### config.mk
export PLATFORM = sky130hd
export DESIGN_NAME = fp_mac
export DESIGN_NICKNAME = d
export VERILOG_FILES = /design/src/rtl/newton_pkg.sv /design/src/rtl/fp_mac.sv
export SDC_FILE = /design/constraint.sdc
export NUM_CORES = 2
export LEC_CHECK = 0
export ABC_AREA = 1
export CORE_AREA = 4 4 445 315
export DETAILED_ROUTE_END_ITERATION = 8
export DIE_AREA = 0 0 449 319
export PLACE_DENSITY = 0.46
export SLEW_MARGIN = 20
export SYNTH_ARGS = -nofsm -noshare
export SYNTH_HDL_FRONTEND = slang
export SYNTH_SLANG_ARGS = --single-unit
### constraint.sdc
create_clock -name clk -period 1.6 [get_ports clk]
set_clock_uncertainty 0.15 [all_clocks]
set_input_delay 0.24 -clock clk [delete_from_list [all_inputs] [get_ports clk]]
set_output_delay 0.24 -clock clk [all_outputs]
set_load 0.02 [all_outputs]
### src/rtl/newton_pkg.sv
// Shared widths, FSM encodings, FP constants and the invJ index helper
// for the newton_step x-update stage.
package newton_pkg;

  localparam int FP_W = 32;
  localparam int N_X  = 3;
  localparam int N_F  = 4;

  localparam logic [2:0] S_IDLE = 3'd0;
  localparam logic [2:0] S_MUL  = 3'd1;
  localparam logic [2:0] S_ACC  = 3'd2;
  localparam logic [2:0] S_SUB  = 3'd3;
  localparam logic [2:0] S_DONE = 3'd4;

  localparam logic [1:0] OP_MUL = 2'd0;
  localparam logic [1:0] OP_ADD = 2'd1;
  localparam logic [1:0] OP_SUB = 2'd2;

  localparam logic [FP_W-1:0] ZERO = 32'h0000_0000;
  localparam logic [FP_W-1:0] ONE  = 32'h3F80_0000;
  localparam logic [FP_W-1:0] QNAN = 32'h7FC0_0000;

  function automatic logic [3:0] inv_idx(input logic [1:0] r,
                                         input logic [1:0] c);
    return {r, 2'b00} + {2'b00, c};
  endfunction

endpackage

### src/rtl/fp_mac.sv
// One FP32 multiplier plus one FP32 adder behind a single start/done port.
// Round-to-nearest-even; denormal inputs and outputs flush to zero.
module fp_mac
  import newton_pkg::*;
(
  input  logic        clk,
  input  logic        rst_n,
  input  logic        i_start,
  input  logic [1:0]  i_op,
  input  logic [31:0] i_a,
  input  logic [31:0] i_b,
  output logic        o_done,
  output logic [31:0] o_res
);

  function automatic logic [31:0] fp_mul(input logic [31:0] a,
                                         input logic [31:0] b);
    logic               s;
    logic [47:0]        p;
    logic signed [9:0]  e;
    logic [24:0]        m;
    logic               g;
    logic               st;
    s = a[31] ^ b[31];
    if (a[30:23] == 8'hFF || b[30:23] == 8'hFF) begin
      if ((a[30:23] == 8'hFF && a[22:0] != 23'h0) ||
          (b[30:23] == 8'hFF && b[22:0] != 23'h0) ||
          a[30:23] == 8'h00 || b[30:23] == 8'h00)
        return QNAN;
      return {s, 8'hFF, 23'h0};
    end
    if (a[30:23] == 8'h00 || b[30:23] == 8'h00) return {s, 31'h0};
    p = {24'h0, 1'b1, a[22:0]} * {24'h0, 1'b1, b[22:0]};
    e = $signed({2'b00, a[30:23]}) + $signed({2'b00, b[30:23]}) - 10'sd127;
    if (p[47]) begin
      m  = {1'b0, p[47:24]};
      g  = p[23];
      st = |p[22:0];
      e  = e + 10'sd1;
    end else begin
      m  = {1'b0, p[46:23]};
      g  = p[22];
      st = |p[21:0];
    end
    if (g && (st || m[0])) m = m + 25'd1;
    if (m[24]) begin
      m = m >> 1;
      e = e + 10'sd1;
    end
    if (e >= 10'sd255) return {s, 8'hFF, 23'h0};
    if (e <= 10'sd0) return {s, 31'h0};
    return {s, e[7:0], m[22:0]};
  endfunction

  function automatic logic [31:0] fp_add(input logic [31:0] a,
                                         input logic [31:0] b);
    logic [31:0]        u;
    logic [31:0]        v;
    logic [26:0]        mu;
    logic [26:0]        mv;
    logic [7:0]         d;
    logic [27:0]        sum;
    logic signed [9:0]  e;
    logic [24:0]        m;
    logic               st;
    if (a[30:23] == 8'hFF || b[30:23] == 8'hFF) begin
      if ((a[30:23] == 8'hFF && a[22:0] != 23'h0) ||
          (b[30:23] == 8'hFF && b[22:0] != 23'h0) ||
          (a[30:23] == 8'hFF && b[30:23] == 8'hFF && a[31] != b[31]))
        return QNAN;
      return (a[30:23] == 8'hFF) ? a : b;
    end
    if (a[30:23] == 8'h00 && b[30:23] == 8'h00) return {a[31] & b[31], 31'h0};
    if (a[30:23] == 8'h00) return b;
    if (b[30:23] == 8'h00) return a;
    if (a[30:0] >= b[30:0]) begin
      u = a;
      v = b;
    end else begin
      u = b;
      v = a;
    end
    mu = {1'b1, u[22:0], 3'b000};
    mv = {1'b1, v[22:0], 3'b000};
    d  = u[30:23] - v[30:23];
    st = 1'b0;
    for (int i = 0; i < 27; i++)
      if (i < int'(d)) st = st | mv[i];
    mv    = (d > 8'd26) ? 27'h0 : (mv >> d);
    mv[0] = mv[0] | st;
    e = $signed({2'b00, u[30:23]});
    if (u[31] == v[31]) begin
      sum = {1'b0, mu} + {1'b0, mv};
      if (sum[27]) begin
        sum = {1'b0, sum[27:2], sum[1] | sum[0]};
        e   = e + 10'sd1;
      end
    end else begin
      sum = {1'b0, mu} - {1'b0, mv};
      if (sum == 28'h0) return ZERO;
      for (int i = 0; i < 26; i++)
        if (!sum[26]) begin
          sum = sum << 1;
          e   = e - 10'sd1;
        end
    end
    m = {1'b0, sum[26:3]};
    if (sum[2] && (sum[1] || sum[0] || m[0])) m = m + 25'd1;
    if (m[24]) begin
      m = m >> 1;
      e = e + 10'sd1;
    end
    if (e >= 10'sd255) return {u[31], 8'hFF, 23'h0};
    if (e <= 10'sd0) return {u[31], 31'h0};
    return {u[31], e[7:0], m[22:0]};
  endfunction

  logic        r_mul_stb;
  logic        r_add_stb;
  logic [31:0] r_mul_res;
  logic [31:0] r_add_res;
  logic [31:0] w_b_eff;

  assign w_b_eff = (i_op == OP_SUB) ? {~i_b[31], i_b[30:0]} : i_b;

  always_ff @(posedge clk or negedge rst_n) begin
    if (!rst_n) begin
      r_mul_stb <= 1'b0;
      r_add_stb <= 1'b0;
      r_mul_res <= ZERO;
      r_add_res <= ZERO;
    end else begin
      r_mul_stb <= i_start && (i_op == OP_MUL);
      r_add_stb <= i_start && (i_op != OP_MUL);
      if (i_start && i_op == OP_MUL) r_mul_res <= fp_mul(i_a, i_b);
      if (i_start && i_op != OP_MUL) r_add_res <= fp_add(i_a, w_b_eff);
    end
  end

  assign o_done = r_mul_stb | r_add_stb;
  assign o_res  = r_mul_stb ? r_mul_res : r_add_res;

endmodule

==> flow_metrics.env <==
export IMPL_cp_required_ns=1.73
export IMPL_first_pass_iters=5
export IMPL_fin_nets=9057
export IMPL_antenna_found_initial=5
export IMPL_synth_cell_types=74
export IMPL_dieWidth_um=449
export IMPL_powerDensity_nw_per_um2=2780
export IMPL_wl_per_cell_um=18.8
export IMPL_finalSetupViolations=97
export IMPL_final_hold_viol_count=0
export IMPL_ys_top_cells_by_count="2,093 x nand2_1, 1,304 x inv_1, 507 x nand3_1"
export IMPL_worst_slew_pin_transition_ns=0.823
export IMPL_synth_top_area_frac=0.231
export IMPL_setup_ws_ns=-16.30
export IMPL_start_util=0.310
export IMPL_io_pins=102
export IMPL_synth_cells=6820
export IMPL_place_congestion=0.952
export IMPL_dieArea_um2=143000
export IMPL_yosysSeqAreaShare=0.0393
export IMPL_clock_sinks=66
export IMPL_clk_latency_ns=0.35
export IMPL_power_leakage_uw=0.0327
export IMPL_async_flop_share=1.00
export IMPL_cts_root_buf="clkbuf_16"
export IMPL_fin_crit_sh=11.2
export IMPL_ys_warn_count=0
export IMPL_maxSlewViolCount=0
export IMPL_ys_seq_elements=66
export IMPL_clk_pin_slew_ns=0.06
export IMPL_cp_max_fo=6
export IMPL_die_h_um=319
export IMPL_max_stage_delay_ns=0.38
export IMPL_worstSetupStartpointType="input port"
export IMPL_synth_edff_count=0
export IMPL_antenna_left=0
export IMPL_cp_end_kind="flip-flop"
export IMPL_vias_per_cell=4.85
export IMPL_grt_max_degree=67
export IMPL_dp_cells=9882
export IMPL_dr_total_vias=48341
export IMPL_arrival_ns=18.04
export IMPL_yosysMostFrequentCell="nand2_1"
export IMPL_violations="negative setup slack"
export IMPL_synth_nets=7692
export IMPL_place_area_um2=55900
export IMPL_wirelength_mm=188
export IMPL_globalRouteTotalUtil=0.254
export IMPL_critPathKind="input port to flip-flop"
export IMPL_drt_iter0_drc=3756
export IMPL_clock_path_buffers=2
export IMPL_fill_cells=14437
export IMPL_period_needed_ns=17.90
export IMPL_min_path_type="input port to async pin"
export IMPL_slew_headroom=0.446
export IMPL_grt_overflow_total=0
export IMPL_synthFlopType="dfrtp_1"
export IMPL_core_um2=135000
export IMPL_drive_gt1_frac=0.283
export IMPL_rsz0062_at_grt="yes"
export IMPL_hpwl_mm=153
export IMPL_max_cap_violations=0
export IMPL_cts_htree_levels=3
export IMPL_syn_mean_instance_area_um2=6.15
export IMPL_cp_common_cell="nand2_2"
export IMPL_rows=113
export IMPL_netlist_top_cells_area="fa_1 23%, nand2_1 19%, inv_1 12%, ha_1 9.5%, nand3_1 6.0%"
export IMPL_drc=0
export IMPL_layout_cells_non_filler=9974
export IMPL_port_buffers=101
export IMPL_netlist_area_um2=42000
export IMPL_ir_worst_vdd_mv=7.68
export IMPL_grt_first_pass_wirelength_mm=284
export IMPL_max_freq_mhz=55.9
export IMPL_cts_made_buffers=9
export IMPL_yosysTopAreaCell="fa_1"
export IMPL_syn_to_final_growth_pct=40.5
export IMPL_status="finished, violations left"
export IMPL_grt_pass1_vias=45882
export IMPL_crit_slowest_cell="ha_2"
export IMPL_cts_tree="yes"
export IMPL_final_area_um2=59000
==> power by group <==
group	switching (µW)	internal [µW]	leakage (µW)	total, µW
logic	82700	76200	0.0318	159000
registers	679	2290	0.000771	2970
clock network	854	1250	0.000141	2100
==> path summary, 6_finish.rpt <==
check	startpoint	slack, ns	end	depth (start not counted)
setup reg to reg	r_add_res[31]	0.57	r_add_res[31]	3
max in group asynchronous	rst_n	0.66	r_add_res[21]	3
hold reg to reg	r_mul_res[13]	0.34	r_mul_res[13]	2
min in group clk	i_b[11]	0.32	r_add_res[11]	6
setup / recovery	i_b[30]	-16.30	r_add_res[5]	130
hold / removal	rst_n	0.28	r_mul_res[4]	3
==> timing repair <==
item                                    CTS  global route
hold endpoints to repair                 66             0
endpoints found under the setup margin   97            97
hold buffers                              1             0
pin swaps                                13           196
resized for setup                       164           609
buffers inserted                         10            58
gates cloned                              0             7
==> registers in the layout (all words and copies together), names as in the netlist <==
signal	flops
r_add_res	32
r_mul_res	32
r_add_stb	1
r_mul_stb	1
==> layer usage <==
layer,up-vias,routed length (µm),share of wire,track usage
met1,22871,98300,0.52,0.418
li1,23831,-,-,-
met4,0,3100,0.017,0.0322
met3,147,14800,0.079,0.0380
met2,1492,71600,0.38,0.348
met5,-,0,0,0
==> worst max-delay path, delay by kind of cell <==
kind | cells | cell delay, ns
simple gates | 68 | 7.61
fa+ha+maj | 25 | 6.21
compound gates | 16 | 2.36
buf+inv | 21 | 1.56
==> placed cells by master (no fill, tap or decap), drive strengths merged, types with 44 or more instances in the layout <==
master / count
a21oi: 262
buf: 1539
clkbuf: 44
dfrtp: 66
fa: 484
ha: 319
inv: 1352
nand2: 2162
nand3: 533
nand4: 117
nor2: 475
o21ai: 286
xor2: 122
==> kinds of logic (layout without fill, tap and decap cells) <==
family,Yosys count,count (layout),share of synthesized area
buf+inv,1634,3002,0.149
compound gates,745,745,0.102
simple gates,3418,3419,0.351
other cells,0,3,0
flops,66,66,0.0393
xor+xnor,153,153,0.0323
fa+ha+maj,803,803,0.326
mux,1,1,0.000238
==> per-stage QoR <==
| step | setup TNS (ns) | hold slack, ns | total power (µW) | worst slack, ns | utilization |
|---|---|---|---|---|---|
| 6_report | -824.55 | 0.283 | 164000 | -16.30 | 0.435 |
| 4_1_cts | -884.27 | 0.294 | 158000 | -17.14 | 0.418 |
| 3_5_place_dp | -919.46 | 0.147 | 156000 | -17.87 | 0.413 |
| 3_3_place_gp | -916.18 | 0.150 | 154000 | -17.76 | 0.413 |
| 5_1_grt | -880.72 | 0.327 | 176000 | -17.13 | 0.435 |
| 2_1_floorplan | -762.45 | -0.206 | 88500 | -15.38 | - |
==> area by class of cell <==
class | count | area, µm² | area share
multi-input cells | 5121 | 36600 | 0.621
repair buffers | 1618 | 12900 | 0.220
inverters | 1369 | 5200 | 0.0882
well taps | 1782 | 2230 | 0.0378
flip-flops and latches | 66 | 1650 | 0.0280
clock buffers | 10 | 239 | 0.00405
clock inverters | 5 | 62.6 | 0.00106
diodes | 3 | 7.51 | 0.000127
Power figures use the tool's default switching activity.
